File: src/rtl/alsu_seg_display.sv
// Four-digit multiplexed seven-segment driver for the ALSU result and error blink.
// Takes one snapshot per frame, converts it with double-dabble and swaps it in at the frame boundary.
module alsu_seg_display #(
   parameter int unsigned REFRESH_DIV = 100000
) (
   input  logic        clk,
   input  logic        rst,
   input  logic [5:0]  value_in,
   input  logic [15:0] leds_in,
   input  logic        hex_mode,
   output logic [3:0]  an,
   output logic [6:0]  seg,
   output logic        dp
);

   localparam int unsigned PW = (REFRESH_DIV > 1) ? $clog2(REFRESH_DIV) : 1;

   localparam logic [1:0] IDLE  = 2'd0;
   localparam logic [1:0] SHIFT = 2'd1;
   localparam logic [1:0] DONE  = 2'd2;

   localparam logic [6:0] G_BLANK = 7'b1111111;
   localparam logic [6:0] G_E     = 7'b0000110;
   localparam logic [6:0] G_R     = 7'b0101111;

   logic [PW-1:0] presc;
   logic [1:0]    slot;
   logic          wrap;
   logic          snap;
   logic          err_acc;

   logic [5:0]    snap_val;
   logic          snap_hex;
   logic          snap_err;

   logic [1:0]    state;
   logic [2:0]    cnt;
   logic [13:0]   dd;
   logic [13:0]   dd_adj;

   logic [6:0]    pend [4];
   logic          pend_hex;
   logic [6:0]    disp [4];
   logic          disp_hex;

   function automatic logic [6:0] glyph(input logic [3:0] d);
      logic [6:0] g;
      case (d)
         4'h0: g = 7'b1000000;
         4'h1: g = 7'b1111001;
         4'h2: g = 7'b0100100;
         4'h3: g = 7'b0110000;
         4'h4: g = 7'b0011001;
         4'h5: g = 7'b0010010;
         4'h6: g = 7'b0000010;
         4'h7: g = 7'b1111000;
         4'h8: g = 7'b0000000;
         4'h9: g = 7'b0010000;
         4'hA: g = 7'b0001000;
         4'hB: g = 7'b0000011;
         4'hC: g = 7'b1000110;
         4'hD: g = 7'b0100001;
         4'hE: g = 7'b0000110;
         default: g = 7'b0001110;
      endcase
      return g;
   endfunction

   assign wrap = (presc == PW'(REFRESH_DIV - 1));
   assign snap = wrap && (slot == 2'd2);

   // dd = {tens, ones, remaining binary}; adjust both BCD nibbles before each shift
   always_comb begin
      dd_adj = dd;
      if (dd[13:10] >= 4'd5) dd_adj[13:10] = dd[13:10] + 4'd3;
      if (dd[9:6]   >= 4'd5) dd_adj[9:6]   = dd[9:6]   + 4'd3;
   end

   always_ff @(posedge clk) begin
      if (rst) begin
         presc    <= '0;
         slot     <= '0;
         err_acc  <= 1'b0;
         snap_val <= '0;
         snap_hex <= 1'b0;
         snap_err <= 1'b0;
         state    <= IDLE;
         cnt      <= '0;
         dd       <= '0;
         pend_hex <= 1'b0;
         disp_hex <= 1'b0;
         for (int unsigned i = 0; i < 4; i++) begin
            pend[i] <= G_BLANK;
            disp[i] <= G_BLANK;
         end
         an       <= '1;
         seg      <= G_BLANK;
         dp       <= 1'b1;
      end else begin
         presc <= wrap ? '0 : presc + 1'b1;
         if (wrap) slot <= slot + 2'd1;

         err_acc <= snap ? 1'b0 : (err_acc | (|leds_in));

         if (snap) begin
            snap_val <= value_in;
            snap_hex <= hex_mode;
            snap_err <= err_acc | (|leds_in);
         end

         case (state)
            IDLE: begin
               if (snap) begin
                  dd    <= {8'd0, value_in};
                  cnt   <= '0;
                  state <= SHIFT;
               end
            end
            SHIFT: begin
               dd  <= {dd_adj[12:0], 1'b0};
               cnt <= cnt + 3'd1;
               if (cnt == 3'd5) state <= DONE;
            end
            DONE: begin
               pend_hex <= snap_hex;
               pend[3]  <= snap_err ? G_E : G_BLANK;
               pend[2]  <= snap_err ? G_R : G_BLANK;
               if (snap_err) begin
                  pend[1] <= G_R;
                  pend[0] <= G_BLANK;
               end else if (snap_hex) begin
                  pend[1] <= glyph({2'b00, snap_val[5:4]});
                  pend[0] <= glyph(snap_val[3:0]);
               end else begin
                  pend[1] <= (dd[13:10] == 4'd0) ? G_BLANK : glyph(dd[13:10]);
                  pend[0] <= glyph(dd[9:6]);
               end
               state <= IDLE;
            end
            default: state <= IDLE;
         endcase

         if (wrap && (slot == 2'd3)) begin
            for (int unsigned i = 0; i < 4; i++) disp[i] <= pend[i];
            disp_hex <= pend_hex;
         end

         an  <= ~(4'b0001 << slot);
         seg <= disp[slot];
         dp  <= ~((slot == 2'd3) && disp_hex);
      end
   end

endmodule

File: config.mk
export PLATFORM = sky130hd
export DESIGN_NAME = alsu_seg_display
export DESIGN_NICKNAME = d
export VERILOG_FILES = /design/src/rtl/alsu_seg_display.sv
export SDC_FILE = /design/constraint.sdc
export NUM_CORES = 1
export LEC_CHECK = 0
export BUFFER_PORTS_ARGS = -buffer_cell sky130_fd_sc_hd__buf_4
export CAP_MARGIN = 25
export CORE_UTILIZATION = 35
export CTS_CLUSTER_DIAMETER = 80
export DETAILED_ROUTE_END_ITERATION = 10
export PLACE_DENSITY_LB_ADDON = 0.1
export SYNTH_ARGS = -nofsm -noshare
export SYNTH_HDL_FRONTEND = slang
export SYNTH_SLANG_ARGS = --single-unit
File: constraint.sdc
create_clock -name clk -period 3.15 [get_ports clk]
set_input_delay 0.1575 -clock clk [delete_from_list [all_inputs] [get_ports clk]]
set_output_delay 0.1575 -clock clk [all_outputs]
set_load 0.01 [all_outputs]
; After elaboration in Yosys (flattened, before gate mapping)
; Memories as Yosys holds them, arrays and structs flattened. A register that Yosys moved wholly into a read port is not among the register bits.
; Cells that the tools add are included.
[totals]
ff_bits = 54
mem_bits_rw = 56
mem_bits_ro = 336
out_inout_bits = 12
elab_cells = 133
memories = 5
[mem_list]
columns = name, depth, word_bits, rd, rd_ports_with_merged_regs, write_ports, line
row1 = (no name shown), 16, 7, 1, 1, 0, 48  ; case (d)
row2 = (no name shown), 16, 7, 1, 1, 0, 48
row3 = (no name shown), 16, 7, 1, 1, 0, 48
row4 = disp, 4, 7, 1, 1, 4, 43  ; logic [6:0] disp [4];
row5 = pend, 4, 7, 4, 0, 4, 41  ; logic [6:0] pend [4];
[classes]
addsub = 5
n_lt_le_gt_ge = 2
eq_ne = 11
shift = 1
n_mux = 69
bitwise = 15
n_reduce_logical = 12
[op_table]
columns = cell, n
row1 = two-way mux 7 bit, 31
row2 = two-way mux 4 bit, 7
row3 = one-hot mux 14 bit (2 select lines), 1
row4 = one-hot mux 7 bit (4 select lines), 1
row5 = two-way mux 1 bit, 22
row6 = adder 17 x 1 -> 17 bit (second input constant), 1
row7 = equality test 17 bit (second input constant), 1
row8 = OR reduction 16 bit, 1
row9 = two-way mux 14 bit, 1
row10 = bitwise OR 1 bit, 13
row11 = equality test 2 bit (second input constant), 5
row12 = >= comparator 4 x 3 -> 1 bit (second input constant), 2
row13 = two-way mux 3 bit, 2
row14 = one-hot mux 3 bit (2 select lines), 1
row15 = adder 4 x 2 -> 4 bit (second input constant), 1
row16 = equality test 2 x 1 -> 1 bit (second input constant), 2
row17 = zero test 2 bit, 2
row18 = zero test 4 bit, 1
row19 = two-way mux 2 bit, 2
row20 = != test 2 bit (second input constant), 2
row21 = inverter 4 bit, 1
row22 = one-hot mux 2 bit (2 select lines), 1
row23 = AND reduction 2 bit, 2
row24 = OR reduction 2 bit, 2
row25 = other kinds (8), 10

; Longest topological paths before layout
[logic_depth]
ltp_word = 8
mapped_depth = 13
mapped_depth_nobuf = 10

; Least setup slack after synthesis
; No wires, ideal clock.
[synth_path]
path_kind = register to register
start = register slot[0]
end = register (tool-made name)
setup_time_ps = 134
arrival_time_ps = 2606
slack_ps = 410
stages_incl_launch_ff = 11
cell_sequence = dfxtp_1 > clkbuf_1 > inv_1 > ha_1 > buf_2 > inv_1 > o21ai_0 > a21oi_1 > inv_1 > ha_1 > mux4_2
[synth_rtl]
columns = element, line
row1 = start: declaration, 27  ; logic [1:0] slot;
row2 = start signal: assignment, 101  ; if (wrap) slot <= slot + 2'd1;

==> run metrics <==
run status=finished clean; CTS Sinks=112; Diodes inserted=0; Final Cycle Share=86.78%; commonest cells after routing, fill and taps aside=dfxtp_1 (82), nand2_1 (60), buf_4 (47); post-CTS sizing=0; core area=14750 µm²; Crit. Startpoint=presc[0]; register area share after synthesis=47.26%; vias in the first global route=3686; GRT overflow=0; cts bufs inserted=9; Reg2Reg Depth=10; fin worst setup slack=416.6 ps; Buffers on Ports=36; Setup TNS Final=0 ps; WL/cell=14.89 µm; Synth Area in Simple Gates=18.91%; yosys warns=0; Levels on crit path=10; Mapped Nets=601; largest delay contributor family on the critical path=simple AND/OR/NAND/NOR gates; switching fraction of total power=22.10%; 1st-pass router iterations=4; Fin Clk Skew=7.214 ps; Reg-to-Reg Start=presc[0]; largest fanout on the critical path=12; first-pass GRT wire length=19.21 mm; CTS Hold Bufs=0; DRC=0; Leak=0.002199 µW; Slew Viols, Final=0; Final #Nets=634; initial antenna violation count=0; pre-CTS WS=451.0 ps; layout cells sized above 1=14.70%; final core occ=41.61%; clock share of power=42.6%; final wirelength=11.45 mm; root buffer cell=clkbuf_16; post-synthesis adder-cell area fraction=6.744%; CP startpoint kind=flip-flop; post-DR vias/cell=5.205; compound-cell area share of the yosys netlist=14.49%; VDD IR-drop max=0.2732 mV; Post-synth EDFFs=30; Crit Path Class=reg2reg; reg-to-reg slack, setup=420 ps; CP Capture Type=flip-flop; largest net degree at the start of global routing=38; clk buf depth=2; RSZ-0062 raised after global routing=no; post-layout min period=2733 ps; DP HPWL=8.510 mm; Die ar.=15870 µm²; # IOs=37; #FFs+latches synth=112; FFs w/ async S/R, synth=0%; Die W=126.0 µm; row count=44; syn avg cell area=9.836 µm²; post-synthesis mux area share=5.512%; hold crit path type=in2reg; max_cap viols=0; Fin Hold WS=48.43 ps; Slew @ Worst Pin=824.7 ps; H-Tree Depth=3; clock slew at reported path FFs=80 ps; worst-skew pair later-pin latency=360 ps; final hold violation count=0; Cell Count, Final, Fillers Out=769; Synth cell types=68; CP max stage delay=460 ps; placed insts=753; commonest non-fill, non-tap cell in the layout=dfxtp_1; All-Layer GR Usage=15.30%; routability cong.=0.8138; Post-Synth XOR/XNOR Area=2.767%; Rel. slew slack=44.90%; PwrDens=439.5 nW/µm²; Worst Path Buf+Inv=2; fmax=365.8 MHz; Syn-to-layout area delta=14.12%; cell internal pwr=2102 µW; Initial Util=36.47%; CP cell instances=ha_1 -> and4_1 -> and4_1 -> nand2_4 -> buf_4 -> nand2_1 -> a21oi_1 -> inv_1 -> ha_1 -> mux4_2; CP max-delay cell=mux4_2; Chip Height=126.0 µm; Final Setup Violations=0; Initial DRC Count=169; Gate Count Post-Synth=547; Net Sw Power=596.4 µW; CTS tree=done; vias post-DR=4003; CP Data Arrival Time=2970 ps; Post-Syn Area=5380 µm²; post-CTS setup buffer count=0; Seq pwr share=54.9%; Logic pwr share=2.6%; largest family of logic cells by synthesized area=simple AND/OR/NAND/NOR gates; WP data required=3380 ps; Routed Antenna Nets=0; ys flop type=dfxtp_1
## cells in the mapped netlist, types with 11 or more instances
library cell / instances / area, µm²
nor2_1: 43 / 161.4
inv_1: 24 / 90.09
o21ai_0: 23 / 115.1
xor2_1: 11 / 96.34
nor3_1: 11 / 55.05
clkbuf_1: 13 / 48.80
a21oi_1: 30 / 150.1
edfxtp_1: 30 / 900.9
mux2i_1: 24 / 240.2
nand3_1: 13 / 65.06
or3_1: 20 / 125.1
dfxtp_1: 82 / 1642
nand2_1: 60 / 225.2
ha_1: 29 / 362.9
## power by group through the flow
stage,Combinational (µW),Sequential [µW],Clock (µW)
after floorplan,32.1,1510,0
after global placement,69.8,1510,0
after detailed placement,69.8,1510,0
after CTS,70.1,1480,1190
after global routing,76.8,1480,1240
final,69.2,1480,1150
## cell families (layout without fill, tap and decap cells)
kind of cell             after synthesis  in the layout
AND/OR/NAND/NOR                      200            200
AO/OA/AOI/OAI                        108            108
buffers and inverters                 53             91
adder cells (fa/ha/maj)               29             29
flip-flops                           112            112
multiplexers                          28             28
XOR/XNOR                              17             17
## worst register-to-register path, cell delays in order (launching register included)
cell and delay, ps:
dfxtp_1 340, ha_1 260, and4_1 220, and4_1 210
nand2_4 100, buf_4 200, nand2_1 90, a21oi_1 270
inv_1 160, ha_1 310, mux4_2 460
## cell type report
class                   instances  area [µm²]
well taps                     184       230.2
inverters                      28       107.6
repair buffers                 47       352.8
clock inverters                 5       48.80
flip-flops and latches        112        2542
clock buffers                  11       252.7
fillers                      1464        8615
multi-input cells             382        2605
## how the worst min path moves through the flow
stage                           start     endpoint  slack (ps)  cells past startpoint
final                        hex_mode     snap_hex          50                      3
after CTS                    hex_mode     snap_hex          30                      3
after floorplan           value_in[4]  snap_val[4]         290                      2
after global routing         hex_mode     snap_hex          70                      3
after global placement       disp_hex           dp         410                      1
after detailed placement     disp_hex           dp         400                      1
## per-stage QoR
| step | power (µW) | cell area (µm²) |
|---|---|---|
| after floorplan | 1546 | 5380 |
| after global placement | 1584 | 5838 |
| after detailed placement | 1584 | 5838 |
| after CTS | 2738 | 6140 |
| after global routing | 2803 | 6140 |
| final | 2698 | 6140 |
## routing by layer
layer | part of all wire [%] | global-route usage (%)
met4 | 1.4 | 5.103
met1 | 47 | 20.04
met3 | 2.9 | 3.186
met5 | 0 | 0
met2 | 48 | 25.09
(Power assumes the default switching activity.)
